[src/rtl/mul_div_unit_pkg.sv]
// Shared types and default width for the iterative multiply/divide unit.
package muldiv_pkg;

   localparam int unsigned N = 64;

   typedef enum logic [1:0] {
      OP_MUL   = 2'b00,
      OP_UMULH = 2'b01,
      OP_SDIV  = 2'b10,
      OP_UDIV  = 2'b11
   } muldiv_op_t;

   typedef enum logic [1:0] {
      IDLE = 2'b00,
      RUN  = 2'b01,
      DONE = 2'b10
   } state_t;

endpackage

[src/rtl/mul_div_unit_if.sv]
// Request/response bundle between the execute-stage control path and mul_div_unit.
interface mul_div_unit_if #(
   parameter int unsigned N = muldiv_pkg::N
);
   import muldiv_pkg::*;

   logic         start;
   muldiv_op_t   op;
   logic [N-1:0] a;
   logic [N-1:0] b;
   logic         busy;
   logic         done;
   logic [N-1:0] result;
   logic         div_zero;

   modport master (
      output start, op, a, b,
      input  busy, done, result, div_zero
   );

   modport slave (
      input  start, op, a, b,
      output busy, done, result, div_zero
   );

endinterface

[src/rtl/mul_div_unit.sv]
// Iterative N-step shift-add multiplier / restoring divider sharing one 2N-bit register.
// Optional MULDIV_EARLY_OUT_EN: zero operands finish one cycle after accept.
module mul_div_unit #(
   parameter int unsigned N = muldiv_pkg::N
) (
   input logic           clk,
   input logic           reset,
   mul_div_unit_if.slave bus
);
   import muldiv_pkg::*;

   localparam int unsigned CntW = $clog2(N);

   state_t          state_q;
   muldiv_op_t      op_q;
   logic [N-1:0]    opnd_q;
   logic            neg_q;
   logic [CntW-1:0] cnt_q;
   logic [2*N-1:0]  acc_q;
   logic            busy_q;
   logic            done_q;
   logic [N-1:0]    result_q;
   logic            div_zero_q;

   logic           in_div;
   logic           in_sdiv;
   logic [N-1:0]   a_mag;
   logic [N-1:0]   b_mag;
   logic [N:0]     mul_sum;
   logic [N:0]     rem_sh;
   logic [N:0]     diff;
   logic [2*N-1:0] acc_step;
   logic [N-1:0]   quot;
   logic [N-1:0]   res_final;
   logic           dz_final;

   // Operand conditioning at accept: dividers work on magnitudes.
   always_comb begin
      in_div  = bus.op[1];
      in_sdiv = (bus.op == OP_SDIV);
      a_mag   = (in_sdiv && bus.a[N-1]) ? -bus.a : bus.a;
      b_mag   = (in_sdiv && bus.b[N-1]) ? -bus.b : bus.b;
   end

   // Multiply: acc = {partial_hi, multiplier}; divide: acc = {remainder, dividend/quotient}.
   always_comb begin
      mul_sum = {1'b0, acc_q[2*N-1:N]} + (acc_q[0] ? {1'b0, opnd_q} : '0);
      rem_sh  = acc_q[2*N-1:N-1];
      diff    = rem_sh - {1'b0, opnd_q};
      if (op_q[1]) begin
         acc_step = diff[N] ? {rem_sh[N-1:0], acc_q[N-2:0], 1'b0}
                            : {diff[N-1:0], acc_q[N-2:0], 1'b1};
      end else begin
         acc_step = {mul_sum, acc_q[N-1:1]};
      end
   end

   always_comb begin
      quot     = acc_step[N-1:0];
      dz_final = op_q[1] && (opnd_q == '0);
      unique case (op_q)
         OP_MUL:   res_final = acc_step[N-1:0];
         OP_UMULH: res_final = acc_step[2*N-1:N];
         OP_SDIV:  res_final = dz_final ? '0 : (neg_q ? -quot : quot);
         OP_UDIV:  res_final = dz_final ? '0 : quot;
         default:  res_final = '0;
      endcase
   end

   always_ff @(posedge clk or posedge reset) begin
      if (reset) begin
         state_q    <= IDLE;
         op_q       <= OP_MUL;
         opnd_q     <= '0;
         neg_q      <= 1'b0;
         cnt_q      <= '0;
         acc_q      <= '0;
         busy_q     <= 1'b0;
         done_q     <= 1'b0;
         result_q   <= '0;
         div_zero_q <= 1'b0;
      end else begin
         done_q <= 1'b0;
         unique case (state_q)
            IDLE, DONE: begin
               state_q <= IDLE;
               if (bus.start) begin
                  op_q   <= bus.op;
                  opnd_q <= in_div ? b_mag : bus.a;
                  acc_q  <= in_div ? {{N{1'b0}}, a_mag} : {{N{1'b0}}, bus.b};
                  neg_q  <= in_sdiv && (bus.a[N-1] ^ bus.b[N-1]);
                  cnt_q  <= '0;
`ifdef MULDIV_EARLY_OUT_EN
                  if ((bus.a == '0) || (bus.b == '0)) begin
                     state_q    <= DONE;
                     done_q     <= 1'b1;
                     result_q   <= '0;
                     div_zero_q <= in_div && (bus.b == '0);
                  end else begin
                     state_q <= RUN;
                     busy_q  <= 1'b1;
                  end
`else
                  state_q <= RUN;
                  busy_q  <= 1'b1;
`endif
               end
            end
            RUN: begin
               acc_q <= acc_step;
               cnt_q <= cnt_q + CntW'(1);
               if (cnt_q == CntW'(N - 1)) begin
                  state_q    <= DONE;
                  busy_q     <= 1'b0;
                  done_q     <= 1'b1;
                  result_q   <= res_final;
                  div_zero_q <= dz_final;
               end
            end
            default: state_q <= IDLE;
         endcase
      end
   end

   assign bus.busy     = busy_q;
   assign bus.done     = done_q;
   assign bus.result   = result_q;
   assign bus.div_zero = div_zero_q;

endmodule

[src/flat_wrapper.sv]
// flat-port wrapper written by rule: the top's interface ports become plain ports
module mul_div_unit_flat import muldiv_pkg::*;
#(
   parameter int unsigned N = muldiv_pkg::N
)
  (clk, reset, bus_start, bus_op, bus_a, bus_b, bus_busy, bus_done, bus_result, bus_div_zero);
  mul_div_unit_if #(.N(N)) bus_i ();
  input logic clk;
  input logic reset;
  input wire logic [$bits(bus_i.start)-1:0] bus_start;
  input wire logic [$bits(bus_i.op)-1:0] bus_op;
  input wire logic [$bits(bus_i.a)-1:0] bus_a;
  input wire logic [$bits(bus_i.b)-1:0] bus_b;
  output wire logic [$bits(bus_i.busy)-1:0] bus_busy;
  output wire logic [$bits(bus_i.done)-1:0] bus_done;
  output wire logic [$bits(bus_i.result)-1:0] bus_result;
  output wire logic [$bits(bus_i.div_zero)-1:0] bus_div_zero;
  assign bus_i.start = bus_start;
  assign bus_i.op = bus_op;
  assign bus_i.a = bus_a;
  assign bus_i.b = bus_b;
  assign bus_busy = bus_i.busy;
  assign bus_done = bus_i.done;
  assign bus_result = bus_i.result;
  assign bus_div_zero = bus_i.div_zero;
  mul_div_unit #(.N(N)) u_core (.clk(clk), .reset(reset), .bus(bus_i));
endmodule
[config.mk]
export PLATFORM = sky130hd
export DESIGN_NAME = mul_div_unit_flat
export DESIGN_NICKNAME = d
export VERILOG_FILES = /design/src/rtl/mul_div_unit_pkg.sv /design/src/rtl/mul_div_unit_if.sv /design/src/rtl/mul_div_unit.sv /design/src/flat_wrapper.sv
export SDC_FILE = /design/constraint.sdc
export NUM_CORES = 1
export LEC_CHECK = 0
export ABC_CLOCK_PERIOD_IN_PS = 14400
export CORE_ASPECT_RATIO = 1.75
export CORE_UTILIZATION = 60
export DETAILED_ROUTE_END_ITERATION = 7
export PLACE_DENSITY_LB_ADDON = 0.08
export SLEW_MARGIN = 20
export SYNTH_ARGS = -nofsm -noshare
export SYNTH_HDL_FRONTEND = slang
export SYNTH_SLANG_ARGS = --single-unit
[constraint.sdc]
create_clock -name clk -period 14.4 [get_ports clk]
set_input_delay 3.6 -clock clk [delete_from_list [all_inputs] [get_ports clk]]
set_output_delay 3.6 -clock clk [all_outputs]
set_load 0.01 [all_outputs]
# Yosys cells after proc, flatten, opt, wreduce, memory -nomap -nowiden
# Index checks and enable logic that the tools add are counted.
dict set report totals {
  regBits 270
  latchBits 0
  ramBits 0
  romBits 0
  input_bits 133
  out_inout_bits 67
  memories 0
}
dict set report classes {
  n_addsub 6
  multipliers 0
  div 0
  order_cmp 0
  eq_ne 9
  n_shift 0
  mux 23
  n_bitwise 1
  n_reduce_logical 13
}
# op count
set op_table {}
lappend op_table {{$mux W64} 8}
lappend op_table {{$mux W128} 3}
lappend op_table {{$pmux W128 S2} 1}
lappend op_table {{$pmux W64 S4} 1}
lappend op_table {{$neg A64 Y64} 3}
lappend op_table {{$add A64 B65 Y65} 1}
lappend op_table {{$sub A65 B64 Y65} 1}
lappend op_table {{$logic_not A64 Y1} 1}
lappend op_table {{$pmux W6 S2} 1}
lappend op_table {{$eq A2 B2 Y1 const B} 4}
lappend op_table {{$add A6 B1 Y6 const B} 1}
lappend op_table {{$eq A6 B6 Y1 const B} 1}
lappend op_table {{$mux W6} 1}
lappend op_table {{$reduce_and A2 Y1} 3}
lappend op_table {{$mux W1} 5}
lappend op_table {{$eq A2 B1 Y1 const B} 2}
lappend op_table {{$logic_and A1 B1 Y1} 4}
lappend op_table {{$logic_not A2 Y1} 2}
lappend op_table {{$pmux W2 S2} 1}
lappend op_table {{$reduce_and A3 Y1} 1}
lappend op_table {{$mux W2} 1}
lappend op_table {{$ne A2 B1 Y1 const B} 1}
lappend op_table {{$ne A2 B2 Y1 const B} 1}
lappend op_table {{$pmux W1 S2} 1}
lappend op_table {{3 further kinds} 3}

# Depth between registers and ports, before layout
dict set report depth {
  ltp_word 7
  ltp_mapped 25
}

# Worst setup path after synthesis
# OpenSTA, ideal clock, no wires.
dict set report synth_path {
  kind {input -> register}
  from {input port bus_a[15]}
  to {register u_core.acc_q[50]}
  setup_time_ns 0.124
  arrival_time_ns 6.321
  setup_slack_ns 7.955
  stages 11
  path_buffers 1
  path_cell_list {or3_1 buf_6 nor4_4 or4b_4 or4_4 nor4_4 nand2_2 nand2_1 xor2_1 a21oi_1 a211o_1}
}
dict set report synth_via {
  elab_chain_len 5
}
# item line
set synth_rtl {}
lappend synth_rtl {{start, declared} flat_wrapper.sv:12} ;# input wire logic [$bits(bus_i.a)-1:0] bus_a;
lappend synth_rtl {{$neg A64 Y64} mul_div_unit.sv:41} ;# a_mag = (in_sdiv && bus.a[N-1]) ? -bus.a : bus.a;
lappend synth_rtl {{$mux W64} mul_div_unit.sv:41}
lappend synth_rtl {{$mux W64} mul_div_unit.sv:90} ;# acc_q <= in_div ? {{N{1'b0}}, a_mag} : {{N{1'b0}}, bus.b};
lappend synth_rtl {{$mux W128} mul_div_unit.sv:87} ;# if (bus.start) begin
lappend synth_rtl {{$pmux W128 S2} mul_div_unit.sv:84} ;# unique case (state_q)
lappend synth_rtl {{end signal, assigned} mul_div_unit.sv:90}
lappend synth_rtl {{end signal, assigned} mul_div_unit.sv:110} ;# acc_q <= acc_step;
lappend synth_rtl {{end, declared} mul_div_unit.sv:19} ;# logic [2*N-1:0] acc_q;
# No other way between the ends. The select of a mux whose other input is x is not followed.
# A chain may end at the register's enable or synchronous reset.

# Worst setup path after layout
dict set report layout_path {
  from {input port bus_b[2]}
  to {register u_core.opnd_q[61]}
}
dict set report layout_via {
  elab_chain_len 3
}
# item line
set layout_rtl {}
lappend layout_rtl {{start, declared} flat_wrapper.sv:13} ;# input wire logic [$bits(bus_i.b)-1:0] bus_b;
lappend layout_rtl {{$neg A64 Y64} mul_div_unit.sv:42} ;# b_mag = (in_sdiv && bus.b[N-1]) ? -bus.b : bus.b;
lappend layout_rtl {{$mux W64} mul_div_unit.sv:42}
lappend layout_rtl {{$mux W64} mul_div_unit.sv:89} ;# opnd_q <= in_div ? b_mag : bus.a;
lappend layout_rtl {{end signal, assigned} mul_div_unit.sv:89}
lappend layout_rtl {{end, declared} mul_div_unit.sv:16} ;# logic [N-1:0] opnd_q;
# No other way between the ends.

==> flow_summary.ini <==
[detailed_routing]
wl_per_cell_um = 25.5
routed_wirelength_um = 108000
detailedRoute.firstPassIterationCount = 7
ant_nets = 0
first_iter_violations = 4202
route.detailed.drc = 0
drt-vias-per-instance = 7.05
detailroute.via_count = 30000

[cells_and_area]
final_cell_area_um2 = 30400
final_layout_size_suffix_gt1_share_pct = 4.62
fin_nets = 3923
finalCoreUtilization_pct = 67.5
syn2layout_area_growth_pct = 11.3

[clock_network]
cts-root-to-sink-buffers = 3
cts_num_sinks = 270
level_count_of_the_clock_h_tree = 1
post-cts-setup-buffer-count = 0
cts.reportedPaths.clkPinSlew_ps = 70
cts_hold_buffers = 0
tritoncts = yes
ctsResizeCount = 0
clockRootBuffer = clkbuf_16
clkLatencyLatePin_ps = 590
number_of_buffers_added_by_the_clock_tree_synthesis_step = 28

[timing]
holdWs_ps = 501
grt_setup_unrepaired = false
period_minus_slack_ps = 7370
max_clock_freq_mhz = 136
finalHoldViolations = 0
final.setup_skew_ps = 19.4
period_share_pct = 51.2
tns_ps = 0
worst_pin_slew_ps = 1130
slew-limit-headroom_pct = 24.6
slew_viol_final = 0
timing.final.setup_violations = 0

[global_routing]
grt_start_max_net_pins = 172
wire_length_of_the_first_global_routing_pass_um = 165000
vias_in_the_first_global_route = 28225
initial_antenna_violation_count = 5
track_usage_pct = 46.2
remaining_global_route_overflow = 0

[critical_path]
critical_path.startpoint = bus_b[2]
arrival_ps = 7810
launching_element_type_of_the_critical_path = input pin
worstReg2RegStart = u_core.opnd_q[12]$_DFFE_PP0P_
crit_path_max_fanout = 7
critPathCaptureType = register
timing.critical_path.required_ps = 14840
timing.setup.critical_path_class = in2reg

[synth]
number_of_enable_type_register_cells_in_the_synthesized_netlist = 0
syn_inst = 3635
synth-async-reset-ratio_pct = 100
yosysWarnings = 0
synthesis.nets = 3902
synth_top_cell_by_area = dfrtp_1
netlist_area_pre_place_um2 = 27300
synth.yosys.seq_area_share_pct = 24.8
synth_cell_type_count = 88
synth.area.top_cells = dfrtp_1 25%, o21ai_0 7.0%, nand2_1 6.1%, ha_1 6.1%, a21oi_1 5.7%
synth.top_cell.area_share_pct = 24.8
syn_area_per_cell_um2 = 7.50
leading_register_cell_type_out_of_synthesis = dfrtp_1
ys_seq_elements = 270

[die]
placementRows = 103
chipWidth_um = 163
start_util_pct = 60.6
fp.dieArea_um2 = 46400
io_pins = 200
die_height_um = 284
core_um2 = 45000

[pwr]
max-vdd-ir-drop_mv = 0.189
power-per-cell-area_nw_per_um2 = 249
total_power_mw = 7.57
power.leakage_nw = 12.4

[min_path]
hold_path_class = reg2reg
hp-start = u_core.bus.result[16]$_DFFE_PP0P_

[place]
hpwl_um = 82900
gpl.final_weighted_congestion = 1.07
placed_area_um2 = 29400
buffer_ports.inserted = 199

[run]
max_cap_violations = 0

[status]
status = completed
[layout make-up]
cell class / instances / area (µm²)
Timing Repair Buffer: 238 / 2300
Antenna cell: 3 / 7.51
Sequential cell: 270 / 6760
Inverter: 128 / 488
Fill cell: 3852 / 14600
Multi-Input combinational cell: 2990 / 19100
Tap cell: 577 / 722
Clock buffer: 31 / 743
Clock inverter: 20 / 216
[metal layers]
| layer | share of wire [%] | wire length (µm) | global-route usage, % |
|---|---|---|---|
| met5 | 0.0083 | 9 | 0 |
| met4 | 8.0 | 8670 | 30.6 |
| met3 | 11 | 12200 | 9.92 |
| met2 | 44 | 48000 | 71.0 |
| met1 | 37 | 39600 | 57.9 |
[worst paths after layout]
check | endpoint | slack (ps) | cells after the start
worst max-delay path | u_core.opnd_q[61]$_DFFE_PP0P_ | 7030 | 12
worst min-delay path | u_core.bus.result[16]$_DFFE_PP0P_ | 500 | 1
worst max register to register | u_core.bus.result[44]$_DFFE_PP0P_ | 7210 | 23
worst min register to register | u_core.bus.result[16]$_DFFE_PP0P_ | 500 | 1
max in group asynchronous | u_core.op_q[1]$_DFFE_PP0P_ | 9350 | 3
min in group asynchronous | u_core.acc_q[122]$_DFFE_PP0P_ | 3530 | 2
[report_power, final]
group | switching (mW) | total, mW | internal [mW]
logic | 3.20 | 5.15 | 1.95
clock network | 0.355 | 0.786 | 0.431
registers | 0.562 | 1.63 | 1.07
total | 4.12 | 7.57 | 3.45
[cells in the mapped netlist, types with 69 or more instances]
cell	instances
a31oi_1	69
and2_1	88
xor2_1	123
xnor2_1	147
o21ai_0	382
nor2_1	261
a21oi_1	308
nand2_1	443
mux2i_1	100
dfrtp_1	270
ha_1	132
clkbuf_1	187
inv_1	126
[cell usage in the layout (no fill, tap or decap), types with 66 or more instances in the layout]
master,n
nand2_1,442
o21ai_0,382
a21oi_1,308
dfrtp_1,268
nor2_1,259
clkdlybuf4s50_1,198
xnor2_1,147
ha_1,132
inv_1,124
xor2_1,123
mux2i_1,100
and2_1,87
a31oi_1,69
a21o_1,68
nor3_1,67
o211ai_1,66
[sequential cells by signal (all words and copies together) (netlist names)]
register,cells
u_core.acc_q,128
u_core.bus.result,64
u_core.opnd_q,64
u_core.cnt_q,6
u_core.op_q,2
u_core.state_q,2
u_core.bus.busy,1
u_core.bus.div_zero,1
u_core.bus.done,1
u_core.neg_q,1
[metrics by stage]
stage / cells / setup slack, ps
2_1_floorplan: 3635 / 3360
3_3_place_gp: 4203 / 6620
3_5_place_dp: 4203 / 6570
4_1_cts: 4254 / 7180
5_1_grt: 4254 / 6850
6_report: 4257 / 7030
[worst max-delay path: stages]
cell and delay, ps:
clkdlybuf4s50_1 520, or4_1 610, nor4b_1 820, nand4_1 550
nand2b_1 380, nor3b_1 520, and2_1 260, a21oi_1 100
xnor2_1 160, nand2_1 80, o211ai_1 100, o21ai_0 110
[cells by family (layout without fill, tap and decap cells)]
family | count (synthesis) | after routing | share of synthesized area [%]
simple gates | 1202 | 1202 | 21.2
xor+xnor | 270 | 270 | 8.67
other cells | 0 | 3 | 0
flops | 270 | 270 | 24.8
mux | 129 | 129 | 4.87
compound gates | 1255 | 1255 | 28.9
fa+ha+maj | 134 | 134 | 6.20
buf+inv | 375 | 417 | 5.37
Power figures use the tool's default switching activity.
